## config.mk

```make
export PLATFORM = sky130hd
export DESIGN_NAME = instr_sequencer
export DESIGN_NICKNAME = d
export VERILOG_FILES = /design/src/rtl/instr_sequencer.sv
export SDC_FILE = /design/constraint.sdc
export NUM_CORES = 1
export LEC_CHECK = 0
export ABC_CLOCK_PERIOD_IN_PS = 5300
export BUFFER_PORTS_ARGS = -buffer_cell sky130_fd_sc_hd__buf_2
export CAP_MARGIN = 20
export CORE_UTILIZATION = 56
export CTS_CLUSTER_DIAMETER = 30
export DETAILED_ROUTE_END_ITERATION = 10
export PLACE_DENSITY = 0.89
export SLEW_MARGIN = 20
export SYNTH_ARGS = -nofsm -noshare
export SYNTH_HDL_FRONTEND = slang
export SYNTH_SLANG_ARGS = --single-unit
```

## constraint.sdc

```tcl
create_clock -name clk -period 5.3 [get_ports clk]
set_clock_uncertainty 0.05 [all_clocks]
set_input_delay 1.325 -clock clk [delete_from_list [all_inputs] [get_ports clk]]
set_output_delay 1.325 -clock clk [all_outputs]
set_load 0.03 [all_outputs]
```

## src/rtl/instr_sequencer.sv

```systemverilog
// -----------------------------------------------------------------------------
// instr_sequencer
//   Multi-cycle instruction sequencer for the accumulator CPU. Fetches one
//   32-bit word at a time from the instruction port, decodes
//   opcode[31:29] / source[28:27] / dest[26:25] / immediate[24:0], and drives
//   the data-memory, register-file and ALU ports until a HALT is decoded.
//   Register 2'b10 is the accumulator.
//
// Ports
//   clk, rst_n             clock (rising edge), synchronous active-low reset
//   start                  level; launches execution from IDLE
//   Read_PC / Instruction  instruction address / word (combinational read)
//   Op2En, Op2RW           data-memory strobe, 0 = read, 1 = write
//   M_Clear                one-cycle clear strobe for the word at R_W_Addr
//   R_W_Addr, DataWrite    data-memory address / write data
//   DataRead               data-memory read data (combinational)
//   opwrite, reg_write     register write strobe / index
//   data                   register write data
//   src_1, src_2           register read indices
//   data_src_1/2           register read data (combinational)
//   rs, rt, op, rd         ALU operands, ALU opcode, ALU result
//   busy, halted           status: executing / parked in HALT
//   instr_count            retired-instruction counter, wraps
//
// State table
//   state    | meaning
//   ---------+------------------------------------------------------------
//   S_IDLE   | waiting for start
//   S_FETCH  | capture Instruction into IR
//   S_DECODE | dispatch on opcode
//   S_OPRD   | read source register into A
//   S_EXEC   | present A and immediate to the ALU, capture result into R
//   S_MEMRD  | data-memory read strobe, capture DataRead into R
//   S_MEMWR  | data-memory write strobe of A
//   S_CLR    | data-memory clear strobe
//   S_WB     | register write of R
//   S_HALT   | parked until reset
// -----------------------------------------------------------------------------
module instr_sequencer #(
    parameter logic [31:0] START_PC = 32'd0,
    parameter int          DATA_W   = 32,
    parameter int          IMM_W    = 25
) (
    input  logic              clk,
    input  logic              rst_n,
    input  logic              start,
    output logic [31:0]       Read_PC,
    input  logic [31:0]       Instruction,
    output logic              Op2En,
    output logic              Op2RW,
    output logic              M_Clear,
    output logic [31:0]       R_W_Addr,
    output logic [DATA_W-1:0] DataWrite,
    input  logic [DATA_W-1:0] DataRead,
    output logic              opwrite,
    output logic [1:0]        reg_write,
    output logic [1:0]        src_1,
    output logic [1:0]        src_2,
    output logic [DATA_W-1:0] data,
    input  logic [DATA_W-1:0] data_src_1,
    input  logic [DATA_W-1:0] data_src_2,
    output logic [DATA_W-1:0] rs,
    output logic [DATA_W-1:0] rt,
    output logic [3:0]        op,
    input  logic [DATA_W-1:0] rd,
    output logic              busy,
    output logic              halted,
    output logic [15:0]       instr_count
);

    typedef enum logic [3:0] {
        S_IDLE,
        S_FETCH,
        S_DECODE,
        S_OPRD,
        S_EXEC,
        S_MEMRD,
        S_MEMWR,
        S_CLR,
        S_WB,
        S_HALT
    } state_t;

    localparam logic [2:0] OPC_ADD  = 3'b000;
    localparam logic [2:0] OPC_SUB  = 3'b001;
    localparam logic [2:0] OPC_DIV  = 3'b010;
    localparam logic [2:0] OPC_MUL  = 3'b011;
    localparam logic [2:0] OPC_CLR  = 3'b100;
    localparam logic [2:0] OPC_HALT = 3'b101;
    localparam logic [2:0] OPC_LD   = 3'b110;
    localparam logic [2:0] OPC_ST   = 3'b111;

    localparam logic [1:0] ACC_IDX = 2'b10;

    state_t state, state_nx;

    logic [31:0]       ir;
    logic [DATA_W-1:0] a_q;
    logic [DATA_W-1:0] r_q;
    logic [31:0]       pc_q;
    logic [15:0]       count_q;

    // Last driven value of every non-strobe output; outputs fall back to
    // these whenever the current state does not drive them.
    logic              op2rw_q;
    logic [31:0]       addr_q;
    logic [DATA_W-1:0] dwr_q;
    logic [1:0]        reg_write_q;
    logic [1:0]        src_1_q;
    logic [1:0]        src_2_q;
    logic [DATA_W-1:0] data_q;
    logic [DATA_W-1:0] rs_q;
    logic [DATA_W-1:0] rt_q;
    logic [3:0]        op_q;

    logic [2:0]        opc;
    logic [1:0]        fonte_a;
    logic [1:0]        dest;
    logic [DATA_W-1:0] imm_data;
    logic [31:0]       imm_addr;
    logic [3:0]        alu_code;

    logic              retire;
    logic              halt_retire;

    assign opc      = ir[31:29];
    assign fonte_a  = ir[28:27];
    assign dest     = ir[26:25];
    assign imm_data = {{(DATA_W-IMM_W){1'b0}}, ir[IMM_W-1:0]};
    assign imm_addr = {{(32-IMM_W){1'b0}}, ir[IMM_W-1:0]};

    always_comb begin
        alu_code = 4'b0000;
        case (opc)
            OPC_ADD: alu_code = 4'b1000;
            OPC_SUB: alu_code = 4'b0100;
            OPC_DIV: alu_code = 4'b0001;
            OPC_MUL: alu_code = 4'b0010;
            default: alu_code = 4'b0000;
        endcase
    end

    // State register
    always_ff @(posedge clk) begin
        if (!rst_n) begin
            state <= S_IDLE;
        end else begin
            state <= state_nx;
        end
    end

    // Next-state and output decode
    always_comb begin
        state_nx    = state;
        retire      = 1'b0;
        halt_retire = 1'b0;

        Op2En       = 1'b0;
        M_Clear     = 1'b0;
        opwrite     = 1'b0;
        Op2RW       = op2rw_q;
        R_W_Addr    = addr_q;
        DataWrite   = dwr_q;
        reg_write   = reg_write_q;
        src_1       = src_1_q;
        src_2       = src_2_q;
        data        = data_q;
        rs          = rs_q;
        rt          = rt_q;
        op          = op_q;

        case (state)
            S_IDLE: begin
                if (start) begin
                    state_nx = S_FETCH;
                end
            end
            S_FETCH: begin
                state_nx = S_DECODE;
            end
            S_DECODE: begin
                case (opc)
                    OPC_LD:   state_nx = S_MEMRD;
                    OPC_CLR:  state_nx = S_CLR;
                    OPC_HALT: begin
                        state_nx    = S_HALT;
                        halt_retire = 1'b1;
                    end
                    default:  state_nx = S_OPRD;
                endcase
            end
            S_OPRD: begin
                if (opc == OPC_ST) begin
                    src_1    = fonte_a;
                    state_nx = S_MEMWR;
                end else begin
                    src_2    = fonte_a;
                    state_nx = S_EXEC;
                end
            end
            S_EXEC: begin
                rs       = a_q;
                rt       = imm_data;
                op       = alu_code;
                state_nx = S_WB;
            end
            S_MEMRD: begin
                Op2En    = 1'b1;
                Op2RW    = 1'b0;
                R_W_Addr = imm_addr;
                state_nx = S_WB;
            end
            S_MEMWR: begin
                Op2En     = 1'b1;
                Op2RW     = 1'b1;
                R_W_Addr  = imm_addr;
                DataWrite = a_q;
                retire    = 1'b1;
                state_nx  = S_FETCH;
            end
            S_CLR: begin
                M_Clear  = 1'b1;
                R_W_Addr = imm_addr;
                retire   = 1'b1;
                state_nx = S_FETCH;
            end
            S_WB: begin
                opwrite   = 1'b1;
                reg_write = (opc == OPC_LD) ? dest : ACC_IDX;
                data      = r_q;
                retire    = 1'b1;
                state_nx  = S_FETCH;
            end
            S_HALT: begin
                state_nx = S_HALT;
            end
            default: begin
                state_nx = S_IDLE;
            end
        endcase
    end

    // Datapath registers, PC and retire counter
    always_ff @(posedge clk) begin
        if (!rst_n) begin
            ir          <= '0;
            a_q         <= '0;
            r_q         <= '0;
            pc_q        <= START_PC;
            count_q     <= '0;
            op2rw_q     <= 1'b0;
            addr_q      <= '0;
            dwr_q       <= '0;
            reg_write_q <= '0;
            src_1_q     <= '0;
            src_2_q     <= '0;
            data_q      <= '0;
            rs_q        <= '0;
            rt_q        <= '0;
            op_q        <= '0;
        end else begin
            op2rw_q     <= Op2RW;
            addr_q      <= R_W_Addr;
            dwr_q       <= DataWrite;
            reg_write_q <= reg_write;
            src_1_q     <= src_1;
            src_2_q     <= src_2;
            data_q      <= data;
            rs_q        <= rs;
            rt_q        <= rt;
            op_q        <= op;

            case (state)
                S_FETCH: ir  <= Instruction;
                S_OPRD:  a_q <= (opc == OPC_ST) ? data_src_1 : data_src_2;
                S_EXEC:  r_q <= rd;
                S_MEMRD: r_q <= DataRead;
                default: ;
            endcase

            // HALT retires the instruction but leaves the PC on it.
            if (retire) begin
                pc_q    <= pc_q + 32'd1;
                count_q <= count_q + 16'd1;
            end else if (halt_retire) begin
                count_q <= count_q + 16'd1;
            end
        end
    end

    assign Read_PC     = pc_q;
    assign instr_count = count_q;
    assign busy        = (state != S_IDLE) && (state != S_HALT);
    assign halted      = (state == S_HALT);

endmodule

```

==> results.json <==
{
  "synth-seq-cells": 319,
  "crit_path_max_fanout": 47,
  "post-cts-setup-buffers": 0,
  "io_pins": 387,
  "antenna_found_initial": 1,
  "viasPerCell": 5.587,
  "final_common_cell": "nand2_1",
  "dp_cells": 2121,
  "drt-total-wl_um": 38500,
  "arrival_ps": 3120,
  "power.leakage_nw": 8.143,
  "r2r_cells": 7,
  "syn_to_final_growth_pct": 31.39,
  "ant_nets": 0,
  "max-cap-violations": 0,
  "intPower_mw": 5.020,
  "min_path_cells": 2,
  "grt_max_degree": 121,
  "hold_viol": 0,
  "gp_congestion": 0.8816,
  "power_frac_comb_pct": 5.4,
  "worst_ep_required_time_ps": 3920,
  "nFillCells": 1551,
  "grt_use_total_pct": 31.47,
  "worst_slew_pin_slew_ps": 1136,
  "dieHeight_um": 153.4,
  "numCtsBuffers": 54,
  "grt_remaining_overflow": 0,
  "grt_pass1_vias": 11950,
  "design_area_sq_um": 16860,
  "core_area_sq_um": 22570,
  "swShare_pct": 22.37,
  "yosysWarnings": 0,
  "die_width_um": 153.4,
  "initial_utilization_pct": 56.85,
  "ys_seq_area_share_pct": 49.77,
  "drt_first_pass_iters": 7,
  "hpwl_um": 24640,
  "syn-mean-instance-area_sq_um": 8.344,
  "synthCells": 1538,
  "slew_viol_final": 0,
  "drive_gt1_share_pct": 28.10,
  "cp-end-kind": "output pin",
  "fin_crit_sh_pct": 84.91,
  "seqPwrFrac_pct": 38.5,
  "fin_crit_ps": 4500,
  "row_count": 55,
  "p_clk_share_pct": 56.0,
  "post_cts_resized": 0,
  "vdd_drop_max_v": 0.0004169,
  "ys_types": 42,
  "clkTransAtPathRegs_ps": 50,
  "startpoint_type": "register",
  "cts-root-buf": "clkbuf_16",
  "numPortBuffers": 386,
  "crit_type": "register to output pin",
  "fin_nets": 2058,
  "synth_flop_cell": "dfxtp_1",
  "drtIter0Drc": 712,
  "setup_viol": 0,
  "remaining_drc_errors": 0,
  "layout.cells.non_filler": 2222,
  "relSlewSlack_pct": 24.26,
  "clk_latency_ps": 560,
  "dieArea_sq_um": 23520,
  "fmax_mhz": 222.2,
  "async_reset_ff_share_pct": 0,
  "cts_buffer_depth": 3,
  "hold_buffers": 0,
  "p_total_mw": 6.466,
  "p_sw_mw": 1.446,
  "p_per_area_nw_per_um2": 383.5,
  "status": "complete, no violations",
  "post_dp_cell_area_sq_um": 14910,
  "cts.sinks": 319,
  "vias": 12410,
  "synth_edf_count": 0,
  "hold_path.class": "register to register",
  "tritoncts": "done",
  "synth_nets": 1703,
  "cts_max_level": 2,
  "most-common-layout-cells": "432 x nand2_1, 386 x buf_2, 318 x dfxtp_1",
  "fin_util_pct": 74.70,
  "fin_tns_setup_ps": 0,
  "grt_pass1_wl_um": 59640,
  "wire_per_inst_um": 17.33,
  "rsz0062_at_grt": "false",
  "syn_area_sq_um": 12830
}
-- layout make-up --
class	count	area, sq um	area share, %
Timing Repair Buffer	403	2092	12.41
Clock buffer	71	1505	8.928
Tap cell	285	356.6	2.115
Inverter	11	46.29	0.2746
Antenna cell	1	2.502	0.01484
Clock inverter	28	421.7	2.501
Sequential cell	319	6387	37.89
Multi-Input combinational cell	1104	6048	35.87
-- worst paths after layout --
check	start	to	slack, ps
worst min-delay path	ir[26]$_SDFFE_PN0P_	ir[26]$_SDFFE_PN0P_	400
worst min register to register	ir[26]$_SDFFE_PN0P_	ir[26]$_SDFFE_PN0P_	400
worst max-delay path	state[1]$_SDFFE_PN0P_	op[3]	800
worst max register to register	state[0]$_SDFFE_PN0P_	Read_PC[28]$_SDFFE_PN0P_	1920
-- power by group through the flow --
stage,logic [mW],registers [mW],clock network (mW)
finish,0.352,2.49,3.62
CTS,0.350,2.49,3.65
detailed placement,0.345,2.54,0
floorplan,0.224,2.52,0
global placement,0.336,2.54,0
global route,0.380,2.49,3.77
-- critical path, stage by stage, from the launching register on --
cell      delay (ps)
dfxtp_1          630
nor2_1           150
nand2b_2         770
buf_4            480
nand2_1           90
o41ai_1          130
buf_2            320
-- metrics by stage --
step | hold WS [ps] | setup slack [ps]
finish | 404.5 | 800.0
global route | 427.6 | 608.3
CTS | 405.6 | 743.2
detailed placement | 398.3 | 1335
global placement | 396.4 | 1040
floorplan | 386.0 | 1893
-- logic make-up after synthesis --
family | count (synthesis) | synth area share, %
and+or+nand+nor | 699 | 23.74
DFF | 319 | 49.77
AOI/OAI and AO/OA | 266 | 12.22
buffers and inverters | 115 | 3.393
muxes | 101 | 8.229
xor gates and xnor gates | 36 | 2.457
adders and majority gates | 2 | 0.1950
-- synth_stat cells (17+ instances only) --
cell,instances,area share (%)
nand4_1,18,0.88
mux2_2,36,3.2
a211oi_1,70,4.1
xor2_1,18,1.2
a21oi_1,170,6.6
nand2_1,432,13
mux2i_1,65,5.1
dfxtp_1,319,50
nand3_1,19,0.74
nor2_1,109,3.2
and2_1,62,3.0
buf_1,17,0.50
and3_1,22,1.1
clkbuf_1,84,2.5
xnor2_1,18,1.2
-- layer usage --
layer	vias to the layer above	global-route usage (%)	part of all wire (%)
li1	5890	-	-
met1	5784	35.28	39
met2	598	54.38	48
met3	142	7.910	8.1
met4	0	18.10	5.0
met5	-	0	0
-- flip-flops by register name (all words and copies together), names as in the netlist --
| signal | count |
|---|---|
| Read_PC | 32 |
| data_q | 32 |
| src_1_q | 2 |
| op2rw_q | 1 |
| r_q | 32 |
| addr_q | 32 |
| state | 4 |
| dwr_q | 32 |
| rt_q | 32 |
| op_q | 4 |
| src_2_q | 2 |
| reg_write_q | 2 |
| a_q | 32 |
| rs_q | 32 |
| ir | 32 |
| instr_count | 16 |
Power figures use the tool's default switching activity.
